===== config.mk =====
export PLATFORM = sky130hd
export DESIGN_NAME = text_wr_ctrl
export DESIGN_NICKNAME = d
export VERILOG_FILES = /design/src/rtl/text_pkg.sv /design/src/rtl/text_wr_ctrl.sv
export SDC_FILE = /design/constraint.sdc
export NUM_CORES = 1
export LEC_CHECK = 0
export ABC_AREA = 0
export CAP_MARGIN = 10
export CORE_UTILIZATION = 40
export CTS_CLUSTER_DIAMETER = 120
export DETAILED_ROUTE_END_ITERATION = 8
export GPL_ROUTABILITY_DRIVEN = 0
export HOLD_SLACK_MARGIN = 0.05
export SLEW_MARGIN = 20
export SYNTH_ARGS = -nofsm -noshare
export SYNTH_HDL_FRONTEND = slang
export SYNTH_SLANG_ARGS = --single-unit

===== constraint.sdc =====
create_clock -name clk -period 1.9 [get_ports clk]
set_clock_uncertainty 0.05 [all_clocks]
set_input_delay 0.38 -clock clk [delete_from_list [all_inputs] [get_ports clk]]
set_output_delay 0.38 -clock clk [all_outputs]
set_load 0.01 [all_outputs]

===== src/rtl/text_pkg.sv =====
// Shared state encoding and character codes for the text write controller.
package text_pkg;

  typedef enum logic [1:0] {
    CLEAR,
    IDLE,
    EXEC
  } state_t;

  localparam logic [6:0] CHAR_CR     = 7'h0D;
  localparam logic [6:0] CHAR_FF     = 7'h0C;
  localparam logic [6:0] CHAR_BS     = 7'h08;
  localparam logic [6:0] CHAR_DEL    = 7'h7F;
  localparam logic [6:0] CHAR_SPACE  = 7'h20;
  localparam logic [6:0] CHAR_PROMPT = 7'h3E;

endpackage


===== src/rtl/text_wr_ctrl.sv =====
// Byte-to-character-memory write sequencer with cursor tracking and screen clear.
// Optional backspace/delete handling is enabled by defining TEXT_BKSP_EN.
module text_wr_ctrl
  import text_pkg::*;
#(
  parameter int unsigned MEMSIZE = 128,
  parameter int unsigned COLS    = 32,
  parameter logic [6:0]  PROMPT  = CHAR_PROMPT,
  parameter logic [6:0]  FILL    = CHAR_SPACE,
  localparam int unsigned AW     = $clog2(MEMSIZE)
) (
  input  logic          clk,
  input  logic          reset,
  input  logic          rx_valid,
  input  logic [7:0]    rx_data,
  output logic          rx_ready,
  output logic          mem_we,
  output logic [AW-1:0] mem_addr,
  output logic [6:0]    mem_wdata,
  output logic [AW-1:0] cursor,
  output logic          busy
);

  localparam int unsigned   CW   = $clog2(COLS);
  localparam logic [AW-1:0] LAST = AW'(MEMSIZE - 1);
  localparam logic [AW-1:0] ONE  = AW'(1);

  state_t        state;
  logic [AW-1:0] clr_addr;
  logic [6:0]    code;
  logic [AW-1:0] inc_next;
  logic [AW-1:0] cr_next;
  logic          printable;
  logic          unused_rx_msb;

  assign unused_rx_msb = rx_data[7];

  // Address 0 holds the prompt, so cursor arithmetic wraps to 1, never 0.
  always_comb begin
    inc_next  = (cursor == LAST) ? ONE : cursor + ONE;
    cr_next   = ((cursor >> CW) + ONE) << CW;
    if (cr_next == '0) cr_next = ONE;
    printable = (code >= CHAR_SPACE) && (code != CHAR_DEL);
  end

  always_ff @(posedge clk or negedge reset) begin
    if (!reset) begin
      state     <= CLEAR;
      clr_addr  <= '0;
      cursor    <= ONE;
      code      <= '0;
      mem_we    <= 1'b0;
      mem_addr  <= '0;
      mem_wdata <= '0;
      rx_ready  <= 1'b0;
      busy      <= 1'b1;
    end else begin
      mem_we <= 1'b0;
      case (state)
        CLEAR: begin
          mem_we    <= 1'b1;
          mem_addr  <= clr_addr;
          mem_wdata <= (clr_addr == '0) ? PROMPT : FILL;
          clr_addr  <= clr_addr + ONE;
          if (clr_addr == LAST) begin
            state    <= IDLE;
            cursor   <= ONE;
            rx_ready <= 1'b1;
            busy     <= 1'b0;
          end
        end
        IDLE: begin
          if (rx_valid && rx_ready) begin
            code     <= rx_data[6:0];
            state    <= EXEC;
            rx_ready <= 1'b0;
          end
        end
        EXEC: begin
          state    <= IDLE;
          rx_ready <= 1'b1;
          if (printable) begin
            mem_we    <= 1'b1;
            mem_addr  <= cursor;
            mem_wdata <= code;
            cursor    <= inc_next;
          end else if (code == CHAR_CR) begin
            cursor <= cr_next;
          end else if (code == CHAR_FF) begin
            state    <= CLEAR;
            clr_addr <= '0;
            rx_ready <= 1'b0;
            busy     <= 1'b1;
          end
`ifdef TEXT_BKSP_EN
          else if ((code == CHAR_BS || code == CHAR_DEL) && cursor != ONE) begin
            mem_we    <= 1'b1;
            mem_addr  <= cursor - ONE;
            mem_wdata <= FILL;
            cursor    <= cursor - ONE;
          end
`else
`endif
        end
        default: begin
          state    <= CLEAR;
          clr_addr <= '0;
          rx_ready <= 1'b0;
          busy     <= 1'b1;
        end
      endcase
    end
  end

endmodule

=== Word-level counts from Yosys, hierarchy flattened ===
Index checks and enable logic that the tools add are counted.

* Eq/ne operators: 14
* Add/subtract/negate cells: 3
* Muxes and demuxes: 34
* Reduce and logical (&&, ||, !) cells: 12
* Bitwise gates (word level): 1
* $lt $le $gt $ge: 1

{| class="wikitable"
|+ Operator list
! operator !! number
|-
| $mux 7 || 10
|-
| $pmux 7 s2 || 3
|-
| $pmux 7 s3 || 1
|-
| $add 7x1->7 const B || 2
|-
| $eq 7x4->1 const B || 2
|-
| $eq 7x7->1 const B || 2
|-
| $logic_not 7->1 || 2
|-
| $mux 1 || 13
|-
| $ne 2x2->1 const B || 6
|-
| $ge 7x6->1 const B || 1
|-
| $ne 7x7->1 const B || 1
|-
| $pmux 1 s3 || 2
|-
| $pmux 2 s3 || 1
|-
| $reduce_and 2->1 || 3
|-
| $mux 5 || 1
|-
| $reduce_and 5->1 || 1
|-
| $mux 2 || 2
|-
| $reduce_and 4->1 || 1
|-
| $ne 3x3->1 const B || 1
|-
| $reduce_and 3->1 || 1
|-
| $add 2x1->2 const B || 1
|-
| $eq 2x1->1 const B || 1
|-
| $eq 2x2->1 const B || 1
|-
| $logic_and 1x1->1 || 2
|-
| other kinds (4) || 4
|}

* Register bits: 40

=== Depth between registers and ports, before layout ===
* Depth in word-level cells: 6
* Depth in mapped cells: 8
* Mapped depth without buffers: 6

=== Worst setup path after synthesis ===
OpenSTA, ideal clock, no wires.

* Path kind: flip-flop to flip-flop
* From: reg state[1]
* To: reg cursor[0]
* Cell stages (with the launch flop): 7
* Arrival time: 1.585 ns
* Period minus slack after synthesis: 1.720 ns
* Slack: 0.180 ns
* Buffers on the path: 2
* Data required time: 1.765 ns
* Cell sequence: dfrtp_1 buf_6 and4_4 a221o_1 buf_6 a21oi_4 mux2_1

* Longest elaborated chain between the ends: 3
* Elaborated cells on any way between the ends: 7

{| class="wikitable"
|+ RTL lines
! element !! line !! RTL
|-
| start: declaration || text_wr_ctrl.sv:28 || <nowiki>state_t state;</nowiki>
|-
| start signal: assignment || text_wr_ctrl.sv:48 || <nowiki>state <= CLEAR;</nowiki>
|-
| start signal: assignment || text_wr_ctrl.sv:66 || <nowiki>state <= IDLE;</nowiki>
|-
| start signal: assignment || text_wr_ctrl.sv:75 || <nowiki>state <= EXEC;</nowiki>
|-
| $eq 2x2->1 or $logic_not 2->1 (tied branches) || text_wr_ctrl.sv:59 || <nowiki>case (state)</nowiki>
|-
| $ne 3x3->1 (no source line) (tied with other cells) || - ||
|-
| $reduce_and 3->1 (no source line) || - ||
|-
| end signal: assignment || text_wr_ctrl.sv:86 || <nowiki>cursor <= inc_next;</nowiki>
|-
| end signal: assignment || text_wr_ctrl.sv:88 || <nowiki>cursor <= cr_next;</nowiki>
|-
| end: declaration || text_wr_ctrl.sv:20 || <nowiki>output logic [AW-1:0] cursor,</nowiki>
|}

Several ways; a longest one is shown, not always the timed one.
A chain may end at the register's enable or synchronous reset.

=== Worst setup path in the final report ===
* From: reg busy
* To: out busy

{| class="wikitable"
|+ RTL lines
! element !! line !! RTL
|-
| start: declaration || text_wr_ctrl.sv:21 || <nowiki>output logic busy</nowiki>
|-
| start signal: assignment || text_wr_ctrl.sv:56 || <nowiki>busy <= 1'b1;</nowiki>
|-
| start signal: assignment || text_wr_ctrl.sv:69 || <nowiki>busy <= 1'b0;</nowiki>
|-
| start signal: assignment || text_wr_ctrl.sv:93 || <nowiki>busy <= 1'b1;</nowiki>
|}

No word-level cell between the ends.

==> flow_summary.toml <==
[synth]
ys_warn_count = 0
synth_cell_types = 44
syn-num-nets = 243
yosysSeqAreaShare_pct = 48.81
synthArstFlopShare_pct = 100.0
synth-edff-count = 0
avgSynthCellArea_um2 = 9.016
synth_flop_cell = "dfrtp_1"
syn_inst = 228
syn_area_mm2 = 0.002056
ys_ff_latch = 40

[setup_path]
start_kind = "flip-flop"
required_ps = 1470
arrival_ps = 1360
critPathSlowestCell = "dfstp_2"
critPathMaxStageDelay_ps = 540
worst-path-buf-inv = 1
cpLargestDelayFamily = "flip-flops"
crit_type = "flip-flop to output pin"
path_max_fanout = 3
path_cells = "clkdlybuf4s50_1"
end_kind = "output pin"

[sta]
max_slew_margin_pct = 68.53
max_freq_ghz = 0.5594
fin_setup_tns_ps = 0
worstMarginPinSlew_ps = 472.1
rsz0062_at_grt = "no"
slew_viol_final = 0
min_period_ps = 1788
setup_viol = 0
min_period_over_period_pct = 94.08
finalHoldViolCount = 0

[clocking]
cts_tree = "built"
cts_sinks = 40
path_clk_slew_ps = 80
cts_setup_buffers = 0
cts-htree-levels = 2
cts_root_buffer = "clkbuf_8"
clk_latency_ps = 290
clk_path_buf_depth = 2
cts_buffers = 5

[power_and_ir_drop]
power_density_mw_per_mm2 = 551.4
power_frac_comb_pct = 2.7
p_clk_share_pct = 39.4
power.internal_mw = 1.168
power_switching_uw = 303.2
power.total_mw = 1.471
netSwitchingFraction_pct = 20.61
p_leak_nw = 1.178
p_seq_share_pct = 57.9
ir_worst_vdd_uv = 302.7

[drt]
dr_wl_met3_um = 188
wl_met1_um = 2230
post-route-drc-count = 0
top_layer = "met4"
dr.first_iter.drc_count = 100
drt-total-wl_um = 4682
drt_pre_antenna_iters = 4
num_vias = 1791
wl_met2_um = 2201
vias_per_cell = 5.176
wire_per_inst_um = 13.53
drtAntennaViolNets = 0

[job]
cap_violations = 0

[cells_and_area]
fillers = 440
post_route_cells_drive_above_1_share_pct = 13.26
area_growth_pct = 29.76
n_antenna_cell = 0
fin_nets = 293

[outcome]
status = "finished, final reports clean"

[floorplan]
row_count = 25
start_util_pct = 42.40
die_w_um = 73.69
die_area_mm2 = 0.005430
ioPinCount = 35
design.core.area_mm2 = 0.004848
die-height_um = 73.69

[global_route]
track_usage_pct = 19.93
grt_pass1_wl_um = 8190
overflow = 0
grt_max_degree = 23
antenna_found_initial = 0
grt_pass1_vias = 1782

[min_path]
hold_path_class = "flip-flop to flip-flop"

[placement]
place_hpwl_um = 3458
port-buffer-count = 33
-- layout by cell type, fill, tap and decap left out, types with 3 or more instances in the layout --
cell type	count
a31oi_1	14
inv_1	8
clkbuf_8	6
and3_1	4
nor3_1	5
nand2b_1	3
clkdlybuf4s50_1	31
nand3_1	6
buf_4	21
nand2_1	42
o21ai_0	26
a21oi_1	12
o32ai_1	3
nor2_1	17
dfrtp_1	38
ha_1	4
-- repair_timing --
action                     in CTS  in global routing
gates resized for setup         1                  0
hold endpoints to repair       18                  0
setup endpoints to repair       1                  0
hold buffers                    1                  0
-- sequential cells by signal (all words and copies together), names as in the netlist --
| signal | count |
|---|---|
| busy | 1 |
| clr_addr | 7 |
| code | 7 |
| cursor | 7 |
| mem_addr | 7 |
| mem_wdata | 7 |
| mem_we | 1 |
| rx_ready | 1 |
| state | 2 |
-- Yosys cell counts (all sizes together) (2+ instances only) --
master  number  area share [%]
nor4         3             1.2
buf          9             2.9
a31oi       14             4.3
nand2b       3            0.91
dfstp        2             2.6
nor2        17             3.1
o21ai       27             6.6
and3         4             1.2
dfrtp       38              46
nor3b        2            0.73
o21a         2            0.73
nor2b        2            0.61
a21oi       13             3.7
a22o         2            0.85
and4         2            0.97
inv          9             1.6
nor3         5             1.2
clkbuf       4            0.73
ha           4             2.4
nand3        6             1.5
mux2i        2            0.97
nand2       42             7.7
o32ai        3             1.3
-- metal layers --
metal / GRT usage, % / vias to the layer above
met2: 33.54 / 36
li1: - / 906
met4: 6.838 / 0
met1: 25.13 / 841
met3: 4.527 / 8
met5: 0 / -
-- power by group through the flow --
stage	Combinational (mW)	Clock, mW	Sequential, mW
floorplan	0.000164	0	0.868
global placement	0.0400	0	0.867
detailed placement	0.0404	0	0.867
CTS	0.0421	0.599	0.851
global route	0.0457	0.625	0.851
finish	0.0396	0.580	0.851
-- worst paths after layout --
path,from,to,slack [ps],cells after the start
worst max-delay path,busy$_DFFE_PN1P_,busy,110,1
worst min-delay path,mem_addr[1]$_DFFE_PN0P_,mem_addr[1]$_DFFE_PN0P_,430,2
worst max register to register,clr_addr[0]$_DFFE_PN0P_,mem_wdata[4]$_DFFE_PN0P_,140,7
worst min register to register,mem_addr[1]$_DFFE_PN0P_,mem_addr[1]$_DFFE_PN0P_,430,2
max in group asynchronous,reset,cursor[0]$_DFFE_PN1P_,730,3
min in group asynchronous,reset,mem_we$_DFF_PN0_,520,2
-- cell type report --
class | instances | area, um2 | share of cell area, %
clock buffers | 8 | 90.09 | 3.377
inverters | 10 | 37.54 | 1.407
multi-input cells | 165 | 940.9 | 35.27
flip-flops and latches | 40 | 1003 | 37.62
well taps | 67 | 83.83 | 3.143
repair buffers | 56 | 511.7 | 19.18
-- metrics by stage --
step                      utilization (%)  cells  hold WS, ps  area (um2)  worst slack (ps)
after floorplan                         -    228        34.41        2056             180.1
after global placement              52.98    337        320.7        2569             140.1
after detailed placement            52.98    337        323.3        2569             148.6
after CTS                           55.02    346        442.1        2668             95.59
after global routing                55.02    346        456.0        2668             12.37
final                               55.02    346        432.0        2668             112.5
-- logic make-up (layout without fill, tap and decap cells) --
logic type | after synthesis | after routing | share of synthesized area (%)
AOI/OAI and AO/OA | 67 | 67 | 20.57
xor gates and xnor gates | 1 | 1 | 0.4261
adders and majority gates | 4 | 4 | 2.435
buffers and inverters | 23 | 74 | 5.416
DFF | 40 | 40 | 48.81
muxes | 3 | 3 | 1.522
and+or+nand+nor | 90 | 90 | 20.82
No activity file was read; power rests on OpenSTA's default activity.
